==> src/rtl/cla_pkg.sv <==
// Shared constants for the carry-lookahead adder/subtractor.
package cla_pkg;
    localparam int CLA_W   = 8;
    localparam int CLA_GRP = 4;
endpackage

==> src/rtl/cla_4bit.sv <==
// 4-bit carry-lookahead group: flat carry equations, group generate/propagate.
import cla_pkg::*;

module cla_4bit (
    input  logic [CLA_GRP-1:0] a,
    input  logic [CLA_GRP-1:0] b,
    input  logic               cin,
    output logic [CLA_GRP-1:0] s,
    output logic               G,
    output logic               P,
    output logic               c3
);
    logic [CLA_GRP-1:0] g;
    logic [CLA_GRP-1:0] p;
    logic               c1;
    logic               c2;

    assign g = a & b;
    assign p = a ^ b;

    // Every carry is a two-level sum of products of g/p/cin; no ripple.
    assign c1 = g[0] | (p[0] & cin);
    assign c2 = g[1] | (p[1] & g[0]) | (p[1] & p[0] & cin);
    assign c3 = g[2] | (p[2] & g[1]) | (p[2] & p[1] & g[0])
              | (p[2] & p[1] & p[0] & cin);

    assign G = g[3] | (p[3] & g[2]) | (p[3] & p[2] & g[1])
             | (p[3] & p[2] & p[1] & g[0]);
    assign P = &p;

    assign s = p ^ {c3, c2, c1, cin};
endmodule

==> src/rtl/cla_8bit.sv <==
// Registered 8-bit add/subtract on a two-level carry-lookahead network,
// producing sum, raw carry-out and signed overflow.
import cla_pkg::*;

module cla_8bit (
    input  logic             clk,
    input  logic             rst_n,
    input  logic [CLA_W-1:0] A,
    input  logic [CLA_W-1:0] B,
    input  logic             Add_ctrl,
    output logic [CLA_W-1:0] SUM,
    output logic             C_out,
    output logic             v
);
    logic [CLA_W-1:0] bx;
    logic [CLA_W-1:0] sum_nxt;
    logic             c0;
    logic             c4;
    logic             c8;
    logic             c3_lo;
    logic             c7;
    logic             g_lo;
    logic             p_lo;
    logic             g_hi;
    logic             p_hi;

    // Subtraction is A + ~B + 1.
    assign bx = Add_ctrl ? B : ~B;
    assign c0 = ~Add_ctrl;

    assign c4 = g_lo | (p_lo & c0);
    assign c8 = g_hi | (p_hi & g_lo) | (p_hi & p_lo & c0);

    cla_4bit u_lo (
        .a   (A[CLA_GRP-1:0]),
        .b   (bx[CLA_GRP-1:0]),
        .cin (c0),
        .s   (sum_nxt[CLA_GRP-1:0]),
        .G   (g_lo),
        .P   (p_lo),
        .c3  (c3_lo)
    );

    cla_4bit u_hi (
        .a   (A[CLA_W-1:CLA_GRP]),
        .b   (bx[CLA_W-1:CLA_GRP]),
        .cin (c4),
        .s   (sum_nxt[CLA_W-1:CLA_GRP]),
        .G   (g_hi),
        .P   (p_hi),
        .c3  (c7)
    );

    always_ff @(posedge clk) begin
        if (!rst_n) begin
            SUM   <= '0;
            C_out <= 1'b0;
            v     <= 1'b0;
        end else begin
            SUM   <= sum_nxt;
            C_out <= c8;
            v     <= c7 ^ c8;
        end
    end

    // Lower-group c3 is internal to that group; only the upper one feeds overflow.
    logic unused_c3_lo;
    assign unused_c3_lo = c3_lo;
endmodule

==> config.mk <==
export PLATFORM = sky130hd
export DESIGN_NAME = cla_8bit
export DESIGN_NICKNAME = d
export VERILOG_FILES = /design/src/rtl/cla_pkg.sv /design/src/rtl/cla_4bit.sv /design/src/rtl/cla_8bit.sv
export SDC_FILE = /design/constraint.sdc
export NUM_CORES = 1
export LEC_CHECK = 0
export BUFFER_PORTS_ARGS = -buffer_cell sky130_fd_sc_hd__buf_2
export CORE_ASPECT_RATIO = 2
export CORE_UTILIZATION = 23
export DETAILED_ROUTE_END_ITERATION = 8
export PLACE_DENSITY_LB_ADDON = 0.12
export REMOVE_ABC_BUFFERS = 1
export SLEW_MARGIN = 0
export SYNTH_ARGS = -nofsm -noshare
export SYNTH_HDL_FRONTEND = slang
export SYNTH_SLANG_ARGS = --single-unit
==> constraint.sdc <==
create_clock -name clk -period 3.6 [get_ports clk]
set_input_delay 1.08 -clock clk [delete_from_list [all_inputs] [get_ports clk]]
set_output_delay 1.08 -clock clk [all_outputs]
set_load 0.005 [all_outputs]
== After elaboration in Yosys (flattened, before gate mapping) ==
Cells that the tools add are included.

* Multiplexer cells: 1
* Bitwise logic cells: 62
* Reduce and logical (&&, ||, !) cells: 2

{| class="wikitable"
|+ Operator list
! cell !! count
|-
| $and A1 B1 Y1 || 32
|-
| $or A1 B1 Y1 || 21
|-
| $xor A4 B4 Y4 || 4
|-
| $and A4 B4 Y4 || 2
|-
| $mux W8 || 1
|-
| $not A8 Y8 || 1
|-
| $reduce_and A4 Y1 || 2
|-
| $not A1 Y1 || 1
|-
| $xor A1 B1 Y1 || 1
|}

* Bits in registers: 10
* Input port bits: 19
* Output and inout bits: 10
* Word-level logic and storage cells: 68

== Depth between registers and ports, before layout ==
* Depth after elaboration: 11
* Depth in mapped cells: 10

== Hierarchy ==
From an unflattened synthesis, not the netlist that was laid out.

* Cells, all modules: 82
* Area total of the unflattened synthesis: 792.0 um2

{| class="wikitable"
|+ By module, submodules not included
! module !! instances !! cells each !! area each (um2)
|-
| cla_8bit || 1 || 36 || 416.6
|-
| cla_4bit at u_hi || 1 || 23 || 193.9
|-
| cla_4bit at u_lo || 1 || 23 || 181.4
|}

== Worst setup path before layout ==
Ideal clock, no wire load.

* Kind: input to register
* Start point: in Add_ctrl
* End point: reg SUM[5]
* Arrival time: 2.831 ns
* Required time: 3.485 ns
* Path slack: 0.654 ns
* Stages: 10
* Path buffers: 1
* Cells stage by stage: buf_2 -> xnor2_1 -> ha_1 -> nor2b_1 -> o2111ai_1 -> nand2_1 -> nor2_1 -> fa_1 -> xnor2_1 -> and2_1

* Word-level cells in the longest chain between the ends: 10
* Elaborated cells between the ends (all ways): 20

{| class="wikitable"
|+ Ends and longest elaborated chain
! item !! RTL line !! RTL
|-
| start, declared || cla_8bit.sv:10 || <nowiki>input logic Add_ctrl,</nowiki>
|-
| $mux W8 || cla_8bit.sv:28 || <nowiki>assign bx = Add_ctrl ? B : ~B;</nowiki>
|-
| $xor A4 B4 Y4 / $and A4 B4 Y4 (equally long branches) || cla_4bit.sv:19, cla_4bit.sv:18 ||
|-
| $and A1 B1 Y1, on equally long branches || cla_4bit.sv:27, cla_4bit.sv:28 ||
|-
| $or A1 B1 Y1 (tied with other cells) || cla_4bit.sv:27 || <nowiki>assign G = g[3] | (p[3] & g[2]) | (p[3] & p[2] & g[1])</nowiki>
|-
| $or A1 B1 Y1 / $and A1 B1 Y1 (equally long branches) || cla_4bit.sv:27, cla_4bit.sv:28 ||
|-
| $or A1 B1 Y1 || cla_4bit.sv:28 || <nowiki>| (p[3] & p[2] & p[1] & g[0]);</nowiki>
|-
| $or A1 B1 Y1 || cla_8bit.sv:31 || <nowiki>assign c4 = g_lo | (p_lo & c0);</nowiki>
|-
| $and A1 B1 Y1 || cla_4bit.sv:22 || <nowiki>assign c1 = g[0] | (p[0] & cin);</nowiki>
|-
| $or A1 B1 Y1 || cla_4bit.sv:22 ||
|-
| $xor A4 B4 Y4 * || cla_4bit.sv:31 || <nowiki>assign s = p ^ {c3, c2, c1, cin};</nowiki>
|-
| end signal, assigned || cla_8bit.sv:60 || <nowiki>SUM <= sum_nxt;</nowiki>
|-
| end, declared || cla_8bit.sv:11 || <nowiki>output logic [CLA_W-1:0] SUM,</nowiki>
|}

Mark *: on every way between the ends. The rest lies on a longest branch, timed or not.
A chain may end at the register's enable or synchronous reset.

== Final worst setup path ==
Same ends and word-level chain as after synthesis.

==> metrics <==
initial drt markers=12; FP Rows=27; unrepaired setup endpoints after global routing=false; CTS H-tree depth=1; ant diodes=0; Buffers on Ports=28; Worst Setup End Kind=flop; WL per Instance=10.6 um; CTS Root Cell=clkbuf_8; Sinks on Clock Net=10; synthesized instance count=68; Total Routing Usage GR=between 10% and 20%; largest buffer count on any clock path=2; most frequent CP cell=xnor2_1; sequential area share after synthesis=30.4%; fill cell count=292; startpoint types=input port; outcome=finished, final reports clean; routability cong.=0.683; max_slew headroom=81.9%; final setup violating endpoints=0; Die W=39.9 um; postcts setup bufs=0; Avg Inst Size Synth=9.70 um^2; Post-route DRC=0; Post-CTS Resized=0; Multi-input gate area=roughly 440 um^2; cell family with most CP delay=adder cells; worst min-delay path endpoint=v; CTS buffer count=3; Die ar.=0.00310 mm^2; Max Cap Viol=0; DR pass1 iterations=2; Final Util=between 30% and 40%; total number of vias=roughly 550; Starting Density=between 20% and 30%; Final HPWL DP=around 1.2 mm; final WL=1.34 mm; register area=between 200 and 250 um^2; initial antenna violation count=0; final slew viol count=0; Data required, critical path=between 3 and 4 ns; VDD IR max=roughly 0.13 mV; cell area power density=about 420 mW/mm^2; antenna viol nets, final=0; Final Hold Fails=0; CP Data Arrival Time=about 3 ns; Clock Pin Slew Worst Setup and Hold Paths=~0.05 ns; share of layout cells above drive strength 1=between 30% and 40%; I/O pin cnt=29; Netlist cell types=25; nets=between 100 and 150; maximum number of pins on one net before global-route repair=12; Hold Crit Class=in -> reg; max frequency=0.346 GHz; Via density=around 4.4; die span in y=77.7 um; leak pwr=roughly 0.42 nW; crit path kind=in -> reg; CP max stage delay=between 0.3 and 0.4 ns; Worst Max-Slew Pin Slew=0.272 ns; Area growth syn-to-layout=31.7%; hold_buf cts=0; CORE AREA=~0.0027 mm^2; Syn. warnings=0; CTS tree=yes; GRT overflow=0; HP Start=rst_n; global-route wire length before repair=roughly 2.3 mm; CP max FO=11; worst path bufs/invs=1; hold path cells=3; Final TNS setup=0 ns; post-route clock period utilization=80.3%; critical path, cell by cell=buf_2 -> xnor2_1 -> ha_1 -> nor2b_1 -> o2111ai_1 -> nand2_1 -> nor2_1 -> fa_1 -> xnor2_1 -> and2_1; flops & latches, synth=10; slowest stage cell, crit path=fa_1; mapped cell area=around 660 um^2; Final Critical Period=2.89 ns; number of global-route vias before repair=roughly 580
-- layout make-up --
| type | instances | area share, % |
|---|---|---|
| clock buffers | 3 | 4.76 |
| inverters | 2 | 0.865 |
| well taps | 29 | 4.18 |
| flip-flops and latches | 10 | 23.1 |
| repair buffers | 28 | 16.1 |
| multi-input cells | 54 | 51.0 |
-- kinds of logic after synthesis --
logic type	Yosys count	share of synthesized area, %
XOR/XNOR	10	13.3
adder cells (fa/ha/maj)	9	18.2
buffers and inverters	4	2.47
AO/OA/AOI/OAI	11	14.0
multiplexers	2	3.04
AND/OR/NAND/NOR	22	18.6
flip-flops	10	30.4
-- worst max path at each step --
stage / startpoint / end / slack, ns / depth (start not counted)
2_1_floorplan: B[0] / SUM[5] / 0.87 / 9
3_3_place_gp: Add_ctrl / SUM[5] / 0.48 / 10
3_5_place_dp: Add_ctrl / SUM[5] / 0.45 / 10
4_1_cts: Add_ctrl / SUM[5] / 0.69 / 10
5_1_grt: Add_ctrl / SUM[5] / 0.56 / 10
6_report: Add_ctrl / SUM[5] / 0.71 / 10
-- through the flow --
step                      instance area, um^2  power [mW]  setup WS [ns]  instances  hold slack, ns
after floorplan                           651       0.218          0.871         66            1.20
after global placement                    827       0.261          0.476        123            1.43
after detailed placement                  827       0.262          0.449        123            1.44
after CTS                                 868       0.377          0.689        126            1.19
after global routing                      868       0.403          0.561        126            1.21
final                                     868       0.368          0.709        126            1.18
-- layout by cell type (no fill, tap or decap), drive strengths merged --
| cell type | instances |
|---|---|
| a21boi | 1 |
| a21o | 2 |
| a21oi | 1 |
| a221o | 1 |
| a31oi | 1 |
| and2 | 3 |
| and3b | 1 |
| buf | 28 |
| clkbuf | 3 |
| dfxtp | 10 |
| fa | 1 |
| ha | 8 |
| inv | 2 |
| mux2i | 2 |
| nand2 | 5 |
| nand2b | 1 |
| nor2 | 3 |
| nor2b | 3 |
| nor3 | 3 |
| nor3b | 3 |
| o2111ai | 1 |
| o21a | 2 |
| o21ai | 2 |
| xnor2 | 10 |
-- power by group --
part	internal (mW)	total (mW)	switching [mW]
clock	0.0727	0.111	0.0382
sequential	0.129	0.132	0.00318
combinational	0.0658	0.125	0.0595
-- registers in the layout, indices dropped and copies added, names as in the netlist --
name,count
C_out,1
SUM,8
v,1
-- synthesized netlist by cell type --
cell / n / share of area [%]
and3b_1: 1 / 1.3
nand2b_1: 1 / 0.95
ha_1: 8 / 15
nor3b_1: 3 / 3.4
a21oi_1: 1 / 0.76
nor3_1: 3 / 2.3
a21o_1: 2 / 2.3
o21a_1: 2 / 2.3
clkbuf_1: 1 / 0.57
o21ai_0: 2 / 1.5
nor2b_1: 3 / 2.8
nand2_1: 5 / 2.8
a31oi_4: 1 / 3.2
dfxtp_1: 10 / 30
a21boi_0: 1 / 1.1
inv_1: 2 / 1.1
and2_4: 1 / 1.3
a221o_1: 1 / 1.5
mux2i_1: 2 / 3.0
nor2_1: 3 / 1.7
buf_2: 1 / 0.76
o2111ai_1: 1 / 1.3
xnor2_1: 10 / 13
and2_1: 2 / 1.9
fa_1: 1 / 3.0
-- layer usage --
layer	part of all wire (%)	track usage, %	vias up
met5	0	0	-
met4	2.2	8.28	0
met3	5.3	0.857	2
met2	55	17.4	17
met1	37	11.4	240
li1	-	-	294
Power figures use the tool's default switching activity.
